--- src/rtl/output_argmax.sv ---
// Consumer end of the output neuron layer: tracks the largest signed score of
// each frame and presents its index and value on a valid/ready result port.
module output_argmax #(
  parameter int num_classes = 10,
  parameter int resolution  = 8,
  parameter int class_width = $clog2(num_classes)
) (
  input  logic                   clk,
  input  logic                   reset,
  input  logic                   in_valid,
  output logic                   in_ready,
  input  logic [resolution-1:0]  in_data,
  input  logic                   in_last,
  output logic                   out_valid,
  input  logic                   out_ready,
  output logic [class_width-1:0] out_class,
  output logic [resolution-1:0]  out_score,
  output logic                   frame_error
);

  localparam logic [class_width-1:0] LAST_IDX = class_width'(num_classes - 1);

  typedef enum logic [1:0] {IDLE, ACCUM, RESULT} state_t;

  state_t                         state_q, state_d;
  logic        [class_width-1:0]  count_q, count_d;
  logic signed [resolution-1:0]   max_q, max_d;
  logic        [class_width-1:0]  idx_q, idx_d;
  logic        [class_width-1:0]  class_q, class_d;
  logic signed [resolution-1:0]   score_q, score_d;
  logic                           ferr_q, ferr_d;

  logic signed [resolution-1:0]   score_in;
  logic signed [resolution-1:0]   cand_max;
  logic        [class_width-1:0]  cand_idx;
  logic                           accept;
  logic                           take_beat;
  logic                           at_last;

  // Strict signed compare: ties keep the earlier (lower) index.
  function automatic logic is_greater(input logic signed [resolution-1:0] a,
                                      input logic signed [resolution-1:0] b);
    return a > b;
  endfunction

  assign score_in  = $signed(in_data);
  assign accept    = in_valid && (state_q == ACCUM);
  assign at_last   = (count_q == LAST_IDX);
  assign take_beat = (count_q == '0) || is_greater(score_in, max_q);
  assign cand_max  = take_beat ? score_in : max_q;
  assign cand_idx  = take_beat ? count_q : idx_q;

  always_comb begin
    state_d = state_q;
    count_d = count_q;
    max_d   = max_q;
    idx_d   = idx_q;
    class_d = class_q;
    score_d = score_q;
    ferr_d  = 1'b0;
    case (state_q)
      IDLE: state_d = ACCUM;
      ACCUM: begin
        if (accept) begin
          if (at_last && in_last) begin
            max_d   = cand_max;
            idx_d   = cand_idx;
            class_d = cand_idx;
            score_d = cand_max;
            count_d = '0;
            state_d = RESULT;
          end else if (at_last || in_last) begin
            // Misframed: drop the partial frame, keep the previous result.
            ferr_d  = 1'b1;
            count_d = '0;
          end else begin
            max_d   = cand_max;
            idx_d   = cand_idx;
            count_d = count_q + 1'b1;
          end
        end
      end
      RESULT: begin
        if (out_ready) state_d = ACCUM;
      end
      default: state_d = IDLE;
    endcase
  end

  always_ff @(posedge clk or posedge reset) begin
    if (reset) begin
      state_q <= IDLE;
      count_q <= '0;
      max_q   <= '0;
      idx_q   <= '0;
      class_q <= '0;
      score_q <= '0;
      ferr_q  <= 1'b0;
    end else begin
      state_q <= state_d;
      count_q <= count_d;
      max_q   <= max_d;
      idx_q   <= idx_d;
      class_q <= class_d;
      score_q <= score_d;
      ferr_q  <= ferr_d;
    end
  end

  assign in_ready    = (state_q == ACCUM);
  assign out_valid   = (state_q == RESULT);
  assign out_class   = class_q;
  assign out_score   = score_q;
  assign frame_error = ferr_q;

endmodule

--- config.mk ---
export PLATFORM = sky130hd
export DESIGN_NAME = output_argmax
export DESIGN_NICKNAME = d
export VERILOG_FILES = /design/src/rtl/output_argmax.sv
export SDC_FILE = /design/constraint.sdc
export NUM_CORES = 1
export LEC_CHECK = 0
export ABC_AREA = 1
export BUFFER_PORTS_ARGS = -buffer_cell sky130_fd_sc_hd__buf_4
export CORE_MARGIN = 8
export CORE_UTILIZATION = 56
export DETAILED_ROUTE_END_ITERATION = 7
export GPL_ROUTABILITY_DRIVEN = 0
export GPL_TIMING_DRIVEN = 0
export PLACE_DENSITY = 0.83
export SYNTH_ARGS = -nofsm -noshare
export SYNTH_HDL_FRONTEND = slang
export SYNTH_SLANG_ARGS = --single-unit
--- constraint.sdc ---
create_clock -name clk -period 3.25 [get_ports clk]
set_input_delay 0.325 -clock clk [delete_from_list [all_inputs] [get_ports clk]]
set_output_delay 0.325 -clock clk [all_outputs]
set_load 0.01 [all_outputs]
== Word level (Yosys, flattened, before mapping) ==
Cells that the tools add are included.

* Flip-flop bits (word level): 31
* Output and inout port bits: 15
* Logic and storage cells: 42

* Add/sub/neg operators: 1
* Order comparisons: 1
* Equal/unequal tests: 7
* Muxes and demuxes: 16
* Reduce and logical (&&, ||, !) cells: 10

{| class="wikitable"
|+ Operators with widths
! operator !! count
|-
| 8-bit two-way mux || 3
|-
| 4-bit two-way mux || 5
|-
| 3-bit AND reduction || 3
|-
| 8-bit greater-than comparator || 1
|-
| 2-bit two-way mux || 3
|-
| 2-bit by 1-bit != test with 1-bit output (second input constant) || 3
|-
| 2-bit case mux with 3 select lines || 1
|-
| 4-bit by 1-bit adder with 4-bit output (second input constant) || 1
|-
| 4-bit == test (second input constant) || 1
|-
| 4-bit logical NOT || 1
|-
| 1-bit two-way mux || 4
|-
| 2-bit by 1-bit == test with 1-bit output (second input constant) || 1
|-
| 2-bit == test (second input constant) || 1
|-
| 1-bit logical AND || 2
|-
| 2-bit logical NOT || 1
|-
| 1-bit logical OR || 2
|-
| 2-bit != test (second input constant) || 1
|-
| 2-bit AND reduction || 1
|}

== Logic depth before layout (Yosys ltp) ==
* Depth in word-level cells: 6
* Gate-level depth with buffers: 15

== Least setup slack after synthesis ==
OpenSTA, ideal clock, no wires.

* Path kind: reg-to-reg
* Start point: register max_q[7]
* End point: register idx_q[0]
* Setup time: 0.117 ns
* Arrival: 1.578 ns
* Required time: 3.133 ns
* Slack: 1.555 ns
* Stages on the path, launching flop included: 11
* Clock period less this slack: 1.695 ns
* Cell sequence: dfrtp_1 inv_1 ha_1 a21o_1 nor2_2 nand3_1 nand3_2 buf_6 nand3_2 nand3_1 nand2_1

* Word-level cells in the longest chain between the ends: 5

{| class="wikitable"
|+ RTL lines
! item !! RTL line !! RTL
|-
| start, declared || 27 || <nowiki>logic signed [resolution-1:0] max_q, max_d;</nowiki>
|-
| start signal, assigned || 102 || <nowiki>max_q <= max_d;</nowiki>
|-
| 8-bit greater-than comparator (*) || 43 || <nowiki>return a > b;</nowiki>
|-
| 1-bit logical OR (*) || 49 || <nowiki>assign take_beat = (count_q == '0) || is_greater(score_in, max_q);</nowiki>
|-
| 4-bit two-way mux (*) || 51 || <nowiki>assign cand_idx = take_beat ? count_q : idx_q;</nowiki>
|-
| 4-bit two-way mux || 72 || <nowiki>end else if (at_last || in_last) begin</nowiki>
|-
| 4-bit two-way mux (*) || 65 || <nowiki>if (at_last && in_last) begin</nowiki>
|-
| end signal, assigned || 103 || <nowiki>idx_q <= idx_d;</nowiki>
|-
| end, declared || 28 || <nowiki>logic [class_width-1:0] idx_q, idx_d;</nowiki>
|}

Mark *: on every way between the ends. The rest lies on a longest branch, timed or not. The select of a mux whose other input is x is not followed.
A chain may end at the register's enable or synchronous reset.

== Final worst setup path ==
* Start point: register count_q[1]
* End point: register idx_q[1]

* Word-level cells in the longest chain between the ends: 5

{| class="wikitable"
|+ RTL lines
! item !! RTL line !! RTL
|-
| start, declared || 26 || <nowiki>logic [class_width-1:0] count_q, count_d;</nowiki>
|-
| start signal, assigned || 101 || <nowiki>count_q <= count_d;</nowiki>
|-
| 4-bit logical NOT || 49 ||
|-
| 1-bit logical OR || 49 ||
|-
| 4-bit two-way mux || 51 ||
|-
| 4-bit two-way mux || 72 ||
|-
| 4-bit two-way mux || 65 ||
|}

Several ways; a longest one is shown, not always the timed one. The select of a mux whose other input is x is not followed.

==> results_dict.tcl <==
set metrics [dict create \
    dieArea_sq_mm 0.00534 \
    cts_tree "done" \
    clkLatencyLatePin_ns 0.33 \
    period_share 0.610 \
    core_sq_mm 0.00308 \
    p_per_area_mw_per_mm2 782 \
    setup_tns_ns 0 \
    grt_overflow_total 0 \
    synthCells 229 \
    dp_slack_ns 1.27 \
    die_x_um 73.1 \
    worst_slew_pin_slew_ns 0.517 \
    fin_crit_ns 1.98 \
    crit_path_start "count_q[1]$_DFFE_PP0P_" \
    ys_seq_area_frac 0.425 \
    grt_start_max_net_pins 32 \
    seq_area_sq_um 776 \
    synth.top_cell.area_share 0.425 \
    dp_hpwl_um 2980 \
    drc 0 \
    n_antenna_cell 0 \
    antenna_found_initial 0 \
    syn_nets 255 \
    arrival_ns 2.26 \
    cts_resized 0 \
    yosys_register_bits 31 \
    yosysUniqueCellTypes 24 \
    max_clock_freq_ghz 0.505 \
    violations "negative hold slack" \
    worst_setup_path_start_kind "register" \
    ioPinCount 28 \
    areaGrowthSynthToFinish_pct 19.6 \
    ys_warn_count 0 \
    wire_per_inst_um 13.2 \
    report.power.total_mw 1.71 \
    ir_drop_uv 534 \
    layout.cells.most_common "nand2_1" \
    antenna_left 0 \
    path_class "reg -> reg" \
    root_buffer "clkbuf_4" \
    dr.pass1.iters 4 \
    worst_setup_path_end_kind "register" \
    hold_class "in -> async" \
    clk_pin_slew_worst_paths_ns 0.10 \
    cts_max_level 2 \
    fin_nets 290 \
    num-fill-cells 267 \
    power.leakage_nw 1.25 \
    syn-cell-area_sq_mm 0.00183 \
    whs_ns -0.00252 \
    reg2reg_from "count_q[1]$_DFFE_PP0P_" \
    rr_worst_depth 9 \
    multiInputGateArea_sq_um 866 \
    final_cell_mix "nand2_1 (77), inv_1 (31), dfrtp_1 (31), buf_4 (28), nand3_1 (27)" \
    num_vias 1586 \
    vias_per_cell 5.13 \
    finalMaxSlewViolations 0 \
    grt_pass1_wl_um 6880 \
    postCtsSetupRepairBufs 0 \
    grt_setup_unrepaired "false" \
    avgSynthCellArea_sq_um 7.97 \
    timing.final.ws_setup_ns 1.27 \
    drv_cap 0 \
    hold_viol 3 \
    setup_viol 0 \
    status "complete, but fails checks" \
    holdBufCountCts 0 \
    cts_sinks 31 \
    synth_area_leaders "dfrtp_1 (42%), nand2_1 (16%), ha_1 (8.9%)" \
    portBuffers 27 \
    worstReg2RegEnd "idx_q[1]$_DFFE_PP0P_" \
    finClkSkew_ns 0.00253 \
    drive_above_1_share 0.245 \
    relSlewSlack 0.656 \
    grt.total_usage 0.165 \
    cts_buffers 5 \
    row_count 20 \
    grt_pass1_vias 1586 \
    initial_core_util 0.593 \
    clk_path_buf_depth 2 \
    yosysTopAreaCell "dfrtp_1" \
    dr.first_iter.drc_count 135 \
    dieHeight_um 73.1 \
    drt_wl_total_um 4070 \
    r2r_slack_ns 1.27 \
    critical_path_peak_fanout 10 \
    cp.required_ns 3.53 \
]
## where the power goes
part           internal, mW  total, mW  switching [mW]  leakage (nW)
registers             0.500      0.575          0.0753         0.405
clock network         0.126      0.267           0.140        0.0375
logic                 0.324      0.866           0.542         0.810
total                 0.951       1.71           0.757          1.25
## sequential cells by signal, summed over array words and instances (netlist names)
signal	flops
max_q	8
frame_error	1
state_q	2
count_q	4
out_class	4
idx_q	4
out_score	8
## worst max-delay path by stage
stage | endpoint
after detailed placement | out_score[6]$_DFFE_PP0P_
after CTS | out_score[3]$_DFFE_PP0P_
after global routing | out_score[5]$_DFFE_PP0P_
final | idx_q[1]$_DFFE_PP0P_
after floorplan | idx_q[0]$_DFFE_PP0P_
after global placement | out_score[5]$_DFFE_PP0P_
## area by class of cell
class | count | area share
inverter | 37 | 0.0636
tap | 44 | 0.0252
buffer | 6 | 0.0206
multi-input combinational | 155 | 0.397
sequential | 31 | 0.355
clock inverter | 1 | 0.00344
timing repair buffer | 28 | 0.105
clock buffer | 7 | 0.0298
## cell usage after synthesis
master,instances
xnor2_1,1
nor2_1,5
or2_2,1
a21o_1,1
buf_4,1
buf_6,2
clkbuf_4,1
nand2_1,77
inv_1,31
nor2_4,3
nand2_2,2
a21oi_1,4
o22ai_1,2
clkbuf_1,2
nor3_1,1
o21ai_0,1
ha_1,13
nor3b_1,1
nor2_2,2
nand4_1,3
inv_2,6
nand3_1,27
dfrtp_1,31
nand3_2,11
## metal layers
layer  vias to the layer above  part of all wire  track usage  routed length, um
li1                        781                 -            -                  -
met1                       749              0.43        0.188               1770
met2                        49              0.48        0.276               1960
met3                         7             0.065       0.0549                264
met4                         0             0.017       0.0689                 71
met5                         -                 0            0                  0
## logic make-up (layout without fill, tap and decap cells)
logic type / after synthesis / after routing / synth area share
buf+inv: 43 / 79 / 0.101
xor+xnor: 1 / 1 / 0.00480
simple gates: 133 / 133 / 0.356
fa+ha+maj: 13 / 13 / 0.0891
compound gates: 8 / 8 / 0.0247
flops: 31 / 31 / 0.425
## critical path, stage by stage (launching register included)
cell      delay [ns]
dfrtp_1         0.41
inv_1           0.13
ha_1            0.17
nand3_1         0.12
ha_1            0.36
nor2_4          0.07
inv_2           0.06
clkbuf_1        0.41
nand2_1         0.11
nand2_1         0.09
## per-stage QoR
step / hold WS, ns / area [sq um] / instances / utilization
after floorplan: 0.429 / 1830 / 229 / -
after global placement: 0.461 / 2080 / 300 / 0.677
after detailed placement: 0.465 / 2080 / 300 / 0.677
after CTS: 0.257 / 2160 / 308 / 0.700
after global routing: 0.0138 / 2180 / 309 / 0.709
final: -0.00252 / 2180 / 309 / 0.709
(Power assumes the default switching activity.)
